--- src/rtl/pic_host_pkg.sv ---
// Shared types and 8259 command-word bit fields for the PIC host sequencer.
package pic_host_pkg;

  typedef enum logic [3:0] {
    S_IDLE, S_ICW1, S_ICW2, S_ICW3, S_ICW4, S_OCW1,
    S_READY, S_INTA1, S_GAP, S_INTA2, S_DELIVER, S_EOI
  } state_t;

  typedef enum logic [1:0] {
    W_IDLE, W_SETUP, W_STROBE, W_HOLD
  } wr_phase_t;

  localparam logic [7:0] ICW1_D4     = 8'h10;
  localparam logic [7:0] ICW1_LTIM   = 8'h08;
  localparam logic [7:0] ICW1_SNGL   = 8'h02;
  localparam logic [7:0] ICW1_IC4    = 8'h01;
  localparam logic [7:0] ICW4_UPM    = 8'h01;
  localparam logic [7:0] ICW4_AEOI   = 8'h02;
  localparam logic [7:0] OCW2_NS_EOI = 8'h20;

  // States in which the PIC is programmed and interrupts may be serviced.
  function automatic logic post_init(input state_t s);
    return (s == S_READY) || (s == S_INTA1) || (s == S_GAP) ||
           (s == S_INTA2) || (s == S_DELIVER) || (s == S_EOI);
  endfunction

endpackage

--- src/rtl/pic_host_sequencer_bus_writer.sv ---
// Single 8259 bus write: setup, WR_PULSE-cycle strobe, hold. Module pic_bus_writer.
module pic_bus_writer
  import pic_host_pkg::*;
#(
  parameter int WR_PULSE = 2
) (
  input  logic       clk,
  input  logic       rst,
  input  logic       go,
  input  logic       a0_in,
  input  logic [7:0] data_in,
  output logic       done,
  output logic       cs_n,
  output logic       wr_n,
  output logic       data_oe,
  output logic       a0_out,
  output logic [7:0] data_out,
  output wr_phase_t  phase_dbg
);

  localparam logic [7:0] WR_LAST = 8'(WR_PULSE - 1);

  wr_phase_t  phase_q;
  logic [7:0] cnt_q;
  logic       cs_n_q, wr_n_q, data_oe_q, a0_q, done_q;
  logic [7:0] data_q;

  always_ff @(posedge clk) begin
    if (rst) begin
      phase_q   <= W_IDLE;
      cnt_q     <= '0;
      cs_n_q    <= 1'b1;
      wr_n_q    <= 1'b1;
      data_oe_q <= 1'b0;
      a0_q      <= 1'b0;
      data_q    <= '0;
      done_q    <= 1'b0;
    end else begin
      done_q <= 1'b0;
      case (phase_q)
        W_IDLE: begin
          if (go) begin
            phase_q   <= W_SETUP;
            cs_n_q    <= 1'b0;
            data_oe_q <= 1'b1;
            a0_q      <= a0_in;
            data_q    <= data_in;
          end
        end
        W_SETUP: begin
          phase_q <= W_STROBE;
          wr_n_q  <= 1'b0;
          cnt_q   <= WR_LAST;
        end
        W_STROBE: begin
          // done is raised during HOLD so the caller can queue the next word.
          if (cnt_q == '0) begin
            phase_q <= W_HOLD;
            wr_n_q  <= 1'b1;
            done_q  <= 1'b1;
          end else begin
            cnt_q <= cnt_q - 8'd1;
          end
        end
        W_HOLD: begin
          phase_q   <= W_IDLE;
          cs_n_q    <= 1'b1;
          data_oe_q <= 1'b0;
        end
        default: phase_q <= W_IDLE;
      endcase
    end
  end

  assign done      = done_q;
  assign cs_n      = cs_n_q;
  assign wr_n      = wr_n_q;
  assign data_oe   = data_oe_q;
  assign a0_out    = a0_q;
  assign data_out  = data_q;
  assign phase_dbg = phase_q;

endmodule

--- src/rtl/pic_host_sequencer.sv ---
// CPU-side 8259 driver: init ICW/OCW sequence, two-pulse INTA, vector capture, EOI.
// Optional AUTO_EOI_EN: program AEOI in ICW4 and never write OCW2.
module pic_host_sequencer
  import pic_host_pkg::*;
#(
  parameter int         SNGL        = 1,
  parameter int         LTIM        = 0,
  parameter logic [7:0] VECTOR_BASE = 8'h08,
  parameter logic [7:0] CASCADE_MAP = 8'h00,
  parameter logic [7:0] INIT_MASK   = 8'h00,
  parameter int         WR_PULSE    = 2,
  parameter int         INTA_PULSE  = 2,
  parameter int         INTA_GAP    = 2
) (
  input  logic       clk,
  input  logic       rst,
  input  logic       start_init,
  output logic       init_done,
  output logic       busy,
  output logic       cs_n,
  output logic       wr_n,
  output logic       rd_n,
  output logic       a0,
  output logic [7:0] data_out,
  output logic       data_oe,
  input  logic [7:0] data_in,
  input  logic       int_in,
  output logic       inta_n,
  output logic       vector_valid,
  output logic [7:0] vector,
  input  logic       eoi_req,
  output state_t     state_dbg,
  output wr_phase_t  wr_phase_dbg
);

  localparam logic [7:0] INTA_LAST = 8'(INTA_PULSE - 1);
  localparam logic [7:0] GAP_LAST  = 8'(INTA_GAP - 1);

  localparam logic [7:0] ICW1_WORD = ICW1_D4 | ICW1_IC4 |
                                     ((LTIM != 0) ? ICW1_LTIM : 8'h00) |
                                     ((SNGL != 0) ? ICW1_SNGL : 8'h00);
  localparam logic [7:0] ICW2_WORD = {VECTOR_BASE[7:3], 3'b000};
`ifdef AUTO_EOI_EN
  localparam logic [7:0] ICW4_WORD = ICW4_AEOI | ICW4_UPM;
`else
  localparam logic [7:0] ICW4_WORD = ICW4_UPM;
`endif

  // {a0, data} written on entry to each bus-write state.
  function automatic logic [8:0] wr_word(input state_t s);
    case (s)
      S_ICW1:  wr_word = {1'b0, ICW1_WORD};
      S_ICW2:  wr_word = {1'b1, ICW2_WORD};
      S_ICW3:  wr_word = {1'b1, CASCADE_MAP};
      S_ICW4:  wr_word = {1'b1, ICW4_WORD};
      S_OCW1:  wr_word = {1'b1, INIT_MASK};
      S_EOI:   wr_word = {1'b0, OCW2_NS_EOI};
      default: wr_word = 9'h000;
    endcase
  endfunction

  state_t     state_q, wr_next;
  logic [7:0] cnt_q, vector_q;
  logic [8:0] wr_word_q;
  logic       wr_go_q, inta_n_q, vector_valid_q, eoi_pending_q, wr_done;

  always_comb begin
    wr_next = S_READY;
    case (state_q)
      S_ICW1:  wr_next = S_ICW2;
      S_ICW2:  wr_next = (SNGL != 0) ? S_ICW4 : S_ICW3;
      S_ICW3:  wr_next = S_ICW4;
      S_ICW4:  wr_next = S_OCW1;
      default: wr_next = S_READY;
    endcase
  end

  always_ff @(posedge clk) begin
    if (rst) begin
      state_q        <= S_IDLE;
      cnt_q          <= '0;
      vector_q       <= '0;
      wr_word_q      <= '0;
      wr_go_q        <= 1'b0;
      inta_n_q       <= 1'b1;
      vector_valid_q <= 1'b0;
      eoi_pending_q  <= 1'b0;
    end else begin
      wr_go_q        <= 1'b0;
      vector_valid_q <= 1'b0;
`ifndef AUTO_EOI_EN
      if (eoi_req && post_init(state_q)) eoi_pending_q <= 1'b1;
`endif
      case (state_q)
        S_IDLE: begin
          if (start_init) begin
            state_q   <= S_ICW1;
            wr_go_q   <= 1'b1;
            wr_word_q <= wr_word(S_ICW1);
          end
        end
        S_ICW1, S_ICW2, S_ICW3, S_ICW4, S_OCW1: begin
          if (wr_done) begin
            state_q <= wr_next;
            if (wr_next != S_READY) begin
              wr_go_q   <= 1'b1;
              wr_word_q <= wr_word(wr_next);
            end
          end
        end
        S_READY: begin
`ifndef AUTO_EOI_EN
          if (eoi_pending_q) begin
            state_q   <= S_EOI;
            wr_go_q   <= 1'b1;
            wr_word_q <= wr_word(S_EOI);
          end else
`endif
          if (int_in) begin
            state_q  <= S_INTA1;
            inta_n_q <= 1'b0;
            cnt_q    <= INTA_LAST;
          end else if (start_init) begin
            state_q   <= S_ICW1;
            wr_go_q   <= 1'b1;
            wr_word_q <= wr_word(S_ICW1);
          end
        end
        S_INTA1: begin
          // Once INTA1 starts the cycle completes even if int_in drops.
          if (cnt_q == '0) begin
            state_q  <= S_GAP;
            inta_n_q <= 1'b1;
            cnt_q    <= GAP_LAST;
          end else begin
            cnt_q <= cnt_q - 8'd1;
          end
        end
        S_GAP: begin
          if (cnt_q == '0) begin
            state_q  <= S_INTA2;
            inta_n_q <= 1'b0;
            cnt_q    <= INTA_LAST;
          end else begin
            cnt_q <= cnt_q - 8'd1;
          end
        end
        S_INTA2: begin
          if (cnt_q == '0) begin
            state_q        <= S_DELIVER;
            inta_n_q       <= 1'b1;
            vector_q       <= data_in;
            vector_valid_q <= 1'b1;
          end else begin
            cnt_q <= cnt_q - 8'd1;
          end
        end
        S_DELIVER: begin
`ifndef AUTO_EOI_EN
          if (eoi_pending_q) begin
            state_q   <= S_EOI;
            wr_go_q   <= 1'b1;
            wr_word_q <= wr_word(S_EOI);
          end else
`endif
          state_q <= S_READY;
        end
`ifndef AUTO_EOI_EN
        S_EOI: begin
          if (wr_done) begin
            state_q       <= S_READY;
            eoi_pending_q <= 1'b0;
          end
        end
`endif
        default: state_q <= S_IDLE;
      endcase
    end
  end

`ifdef AUTO_EOI_EN
  logic unused_eoi;
  assign unused_eoi = eoi_req ^ eoi_pending_q;
`endif

  pic_bus_writer #(
    .WR_PULSE(WR_PULSE)
  ) u_writer (
    .clk      (clk),
    .rst      (rst),
    .go       (wr_go_q),
    .a0_in    (wr_word_q[8]),
    .data_in  (wr_word_q[7:0]),
    .done     (wr_done),
    .cs_n     (cs_n),
    .wr_n     (wr_n),
    .data_oe  (data_oe),
    .a0_out   (a0),
    .data_out (data_out),
    .phase_dbg(wr_phase_dbg)
  );

  assign rd_n         = 1'b1;
  assign inta_n       = inta_n_q;
  assign vector       = vector_q;
  assign vector_valid = vector_valid_q;
  assign init_done    = post_init(state_q);
  assign busy         = !((state_q == S_IDLE) || (state_q == S_READY));
  assign state_dbg    = state_q;

endmodule

--- config.mk ---
export PLATFORM = sky130hd
export DESIGN_NAME = pic_host_sequencer
export DESIGN_NICKNAME = d
export VERILOG_FILES = /design/src/rtl/pic_host_pkg.sv /design/src/rtl/pic_host_sequencer_bus_writer.sv /design/src/rtl/pic_host_sequencer.sv
export SDC_FILE = /design/constraint.sdc
export NUM_CORES = 1
export LEC_CHECK = 0
export CORE_AREA = 3 3 91 102
export DETAILED_ROUTE_END_ITERATION = 12
export DIE_AREA = 0 0 94 105
export MAX_ROUTING_LAYER = met4
export PLACE_DENSITY_LB_ADDON = 0.2
export SLEW_MARGIN = 20
export SYNTH_ARGS = -nofsm -noshare
export SYNTH_HDL_FRONTEND = slang
export SYNTH_SLANG_ARGS = --single-unit
--- constraint.sdc ---
create_clock -name clk -period 4.05 [get_ports clk]
set_clock_uncertainty 0.2 [all_clocks]
set_input_delay 1.215 -clock clk [delete_from_list [all_inputs] [get_ports clk]]
set_output_delay 1.215 -clock clk [all_outputs]
set_load 0.02 [all_outputs]
; Yosys cells after proc, flatten, opt, wreduce, memory -nomap -nowiden
; Index checks and enable logic that the tools add are counted.
[totals]
out_inout_bits = 31
elab_cells = 142
ff_bits = 56
[op_classes]
muxes = 52
addsub = 2
n_reduce_logical = 34
eq_ne = 36
bitwise_logic = 2
[ops]
columns = operator, n
row1 = $mux W9, 6
row2 = $pmux W9 S5, 1
row3 = $mux W8, 5
row4 = $mux W4, 9
row5 = $pmux W9 S4, 1
row6 = $pmux W4 S8, 1
row7 = $eq A4 B3 Y1 const B, 6
row8 = $pmux W8 S3, 1
row9 = $eq A4 B4 Y1 const B, 5
row10 = $mux W1, 18
row11 = $eq A4 B2 Y1 const B, 4
row12 = $logic_not A8 Y1, 2
row13 = $ne A2 B2 Y1 const B, 8
row14 = $pmux W8 S2, 1
row15 = $sub A8 B1 Y8 const B, 2
row16 = $reduce_and A5 Y1, 3
row17 = $ne A2 B1 Y1 const B, 6
row18 = $reduce_and A2 Y1, 6
row19 = $reduce_or A2 Y1, 6
row20 = $pmux W3 S3, 1
row21 = $eq A4 B1 Y1 const B, 2
row22 = $pmux W2 S4, 1
row23 = $logic_or A1 B1 Y1, 6
row24 = $pmux W1 S2, 3
row25 = other kinds (17), 22

; Depth between registers and ports, before layout
[logic_depth]
ltp_word = 10
mapped_depth = 11

; Hierarchy
; From an unflattened synthesis, not the netlist that was laid out.
[hier_totals]
cells_unflattened = 353
area_unflattened_um2 = 2927.8
[by_module_without_submodules]
columns = module, n_inst, seq_area_each_um2, area_each_um2, cells_each
row1 = pic_host_sequencer, 1, 660.6, 1849.3, 222
row2 = pic_bus_writer, 1, 460.4, 1078.5, 131

; Worst setup path before layout
; No wires, ideal clock.
[synth_path]
kind = register to register
start = reg state_q[3], in the netlist state_dbg[3]
end = reg wr_word_q[1]
synth_period_minus_slack_ns = 3.047
setup_slack_ns = 1.003
path_stages_with_launch = 12
arrival_time_ns = 2.752
t_required_ns = 3.755
setup_time_ns = 0.095
cell_sequence = dfxtp_1 buf_2 clkbuf_1 clkbuf_1 nand3b_1 inv_1 ha_1 or3b_2 a21oi_1 o31ai_2 and2_1 a221oi_1
[synth_via]
elab_chain_len = 9
word_cells_on_any_way = 29
classes_between = eq/ne: 18 / mux: 5 / reduce/logical: 6
[synth_rtl]
columns = item, line
row1 = "start, declared", pic_host_sequencer.sv:62  ; state_t state_q, wr_next;
row2 = "start signal, assigned", pic_host_sequencer.sv:104  ; state_q <= wr_next;
row3 = $eq A4 B2 Y1, "pic_host_sequencer.sv:69, pic_host_sequencer.sv:94"
row4 = $reduce_or A2 Y1 (no source line), -
row5 = $pmux W3 S3, pic_host_sequencer.sv:69  ; case (state_q)
row6 = $eq A4 B3 Y1 or $eq A4 B2 Y1 (tied branches), pic_host_sequencer.sv:51  ; case (s)
row7 = $reduce_or A2 Y1 (no source line), -
row8 = $pmux W9 S5, pic_host_sequencer.sv:51
row9 = $mux W9, pic_host_sequencer.sv:105  ; if (wr_next != S_READY) begin
row10 = $mux W9, pic_host_sequencer.sv:103  ; if (wr_done) begin
row11 = $pmux W9 S4, pic_host_sequencer.sv:94  ; case (state_q)
row12 = "end signal, assigned", pic_host_sequencer.sv:99  ; wr_word_q <= wr_word(S_ICW1);
row13 = "end signal, assigned", pic_host_sequencer.sv:107  ; wr_word_q <= wr_word(wr_next);
row14 = "end signal, assigned", pic_host_sequencer.sv:116  ; wr_word_q <= wr_word(S_EOI);
row15 = "end, declared", pic_host_sequencer.sv:64  ; logic [8:0] wr_word_q;
; Several ways; a longest one is shown, not always the timed one. The select of a mux whose other input is x is not followed.
; A chain may end at the register's enable or synchronous reset.

; Worst setup path in the final report
[layout_path]
start = reg state_q[2], in the netlist state_dbg[2]
end = out busy
[layout_via]
elab_chain_len = 3
word_cells_on_any_way = 4
classes_between = eq/ne: 1 / reduce/logical: 3
[layout_rtl]
columns = item, line
row1 = $eq A4 B3 Y1 or $logic_not A4 Y1 (tied branches), pic_host_sequencer.sv:208  ; assign busy = !((state_q == S_IDLE) || (state_q == S_READY));
row2 = $logic_or A1 B1 Y1 (*), pic_host_sequencer.sv:208
row3 = $logic_not A1 Y1 (*), pic_host_sequencer.sv:208
row4 = "end, declared", pic_host_sequencer.sv:19  ; output logic busy,
; Mark *: on every way between the ends. The rest lies on a longest branch, timed or not.

==> impl_metrics.yaml <==
placed_design:
  io_buffers: 42
  hpwl_um: 4410
  place.gp.congestion: 0.891
finish:
  multi_input_area_um2: 1620
  final_cell_mix: "56 x dfxtp_1, 45 x nor2_1, 41 x clkdlybuf4s50_1"
  area_growth_pct: 20.8
  fin_util: 0.421
  final_common_cell: "dfxtp_1"
  final.fill_count: 863
  layout-drive-gt1-share: 0.0682
  ff_latch_area_um2: 1120
  finalNetCount: 406
  antenna_cells: 0
global_route:
  grt_usage: 0.137
  antenna_found_initial: 0
  grt_first_pass_wirelength_um: 11000
  grt_pass1_vias: 2343
  overflow: 0
  grt_max_degree: 41
floorplan:
  top_level_ports: 44
  die_width_um: 94
  die_h_um: 105
  num_rows: 35
  coreArea_um2: 8320
  initial_utilization: 0.349
  dieArea_um2: 9870
timing:
  hold_viol: 0
  relSlewSlack: 0.459
  period_share: 0.877
  tns_ns: 0
  finalMaxSlewViolations: 0
  setup_viol: 0
  rsz0062_at_grt: "no"
  max_freq_ghz: 0.281
  period_minus_slack_ns: 3.55
  worst_pin_slew_ns: 0.803
clock_tree:
  clock_latency_ns: 0.30
  clk_path_buf_depth: 2
  cts_resized: 0
  cts_setup_buffers: 0
  htreeDepth: 2
  clock_sinks: 56
  cts.reportedPaths.clkPinSlew_ns: 0.10
  hold_buffers: 0
  cts_root_buf: "clkbuf_8"
  cts_tree: "done"
  numCtsBuffers: 5
run:
  drv_cap: 0
setup_path:
  crit_type: "flop to primary output"
  regToRegSetupSlack_ns: 0.85
  start_kind: "flop"
  critPathMaxFanout: 21
  reg2regPathDepth: 9
  worstPathArrival_ns: 2.14
  r2r_end: "wr_word_q[4]"
  endpoint_kind: "primary output"
  r2r-start: "state_dbg[2]"
  cp.required_ns: 2.63
synthesis:
  synth_area_leader_cell: "dfxtp_1"
  synth_area_um2: 2900
  syn_nets: 373
  synthTopCellsByArea: "dfxtp_1 39%, nor2_1 5.8%, ha_1 4.7%"
  syn_inst: 349
  ys.flop_type: "dfxtp_1"
  yosysSeqAreaShare: 0.386
  synth_top_area_share: 0.386
  ys_ff_latch: 56
  syn_area_per_cell_um2: 8.31
  synthArstFlopShare: 0
  synth-edff-count: 0
  synth_cell_types: 60
  yosys_warnings: 0
pwr:
  vdd_drop_max_v: 0.000217
  leakage_nw: 1.26
  total_power_mw: 2.03
  p_per_area_nw_per_um2: 579
worst_hold_path:
  hold_end: "wr_word_q[2]"
  min_path_cells: 2
  worstHoldPathType: "flop to flop"
  hp-start: "wr_word_q[2]"
routing:
  firstDrtPassIters: 4
  drcViolationCount: 0
  postRouteAntennaNets: 0
  vias_per_cell: 5.04
  routed_wl_um: 6340
  wire_per_inst_um: 12.9
  drtIter0Drc: 116
  via_count: 2478
outcome:
  status: "finished, final reports clean"
cells in the mapped netlist, types with 2 or more instances:
master	instances
o21bai_1	5
nor2_1	45
a31o_2	2
nand2_1	36
a221oi_1	4
and2_1	4
buf_2	4
mux2_2	2
a21boi_0	2
a211oi_1	5
nor4_1	2
o21ai_0	7
xnor2_1	7
or3_1	3
ha_1	11
or4_1	2
buf_4	2
o41ai_2	2
nand2b_1	9
a31oi_1	3
a311oi_1	2
a21oi_1	26
buf_1	3
nor4b_1	2
nor2b_1	4
nor3_1	9
or3b_2	3
clkbuf_1	12
mux2i_1	11
dfxtp_1	56
nand3_1	7
nand3b_1	5
a22oi_1	2
a2111oi_0	2
o22ai_1	3
inv_1	21
critical path: stages (launching register included):
cell             delay (ns)
dfxtp_1                0.74
and2_1                 0.42
o21ai_0                0.13
clkdlybuf4s50_1        0.55
metal layers:
| layer | routed length (um) | part of all wire | global-route usage |
|---|---|---|---|
| met2 | 2920 | 0.46 | 0.211 |
| met1 | 3160 | 0.50 | 0.185 |
| met3 | 228 | 0.036 | 0.0288 |
| met5 | 0 | 0 | - |
| met4 | 40 | 0.0063 | 0.0310 |
through the flow:
stage / hold WS [ns] / std cells / worst slack (ns) / cell area (um2)
3_3_place_gp: 0.223 / 486 / 0.769 / 3410
4_1_cts: 0.242 / 492 / 0.514 / 3510
5_1_grt: 0.270 / 492 / 0.335 / 3510
6_report: 0.239 / 492 / 0.496 / 3510
2_1_floorplan: 0.209 / 349 / 1.00 / 2900
3_5_place_dp: 0.227 / 486 / 0.741 / 3410
flip-flops by register name, indices dropped and copies added, names as in the netlist:
| register | flops |
|---|---|
| u_writer.a0_out | 1 |
| u_writer.cs_n | 1 |
| wr_word_q | 9 |
| inta_n | 1 |
| state_dbg | 4 |
| u_writer.data_out | 8 |
| cnt_q | 8 |
| eoi_pending_q | 1 |
| u_writer.phase_dbg | 2 |
| u_writer.cnt_q | 8 |
| u_writer.done | 1 |
| wr_go_q | 1 |
| vector_valid | 1 |
| vector | 8 |
| u_writer.data_oe | 1 |
| u_writer.wr_n | 1 |
worst max-delay path by stage:
stage,startpoint,endpoint,cells past startpoint
finish,state_dbg[2],busy,3
CTS,state_dbg[2],busy,3
detailed placement,int_in,wr_word_q[4],6
global placement,int_in,cnt_q[5],6
global route,state_dbg[2],busy,3
floorplan,state_dbg[3],wr_word_q[1],11
cells by family after synthesis:
logic type      after synthesis  share of synthesized area
simple gates                140                      0.240
compound gates               78                      0.196
flops                        56                      0.386
buf+inv                      42                     0.0586
mux                          13                     0.0457
fa+ha+maj                    11                     0.0474
xor+xnor                      8                     0.0241
other cells                   1                    0.00129
layout make-up:
class / instances / area share
inverter: 21 / 0.0225
timing repair buffer: 47 / 0.129
sequential: 56 / 0.320
tap: 111 / 0.0396
clock inverter: 1 / 0.00857
clock buffer: 5 / 0.0196
multi-input combinational: 251 / 0.461
power breakdown:
part           leakage (nW)  switching, mW  internal (mW)
Sequential            0.454          0.104          0.639
Combinational         0.754          0.531          0.398
Clock                0.0501          0.179          0.178
Total                  1.26          0.813           1.22
Power figures use the tool's default switching activity.
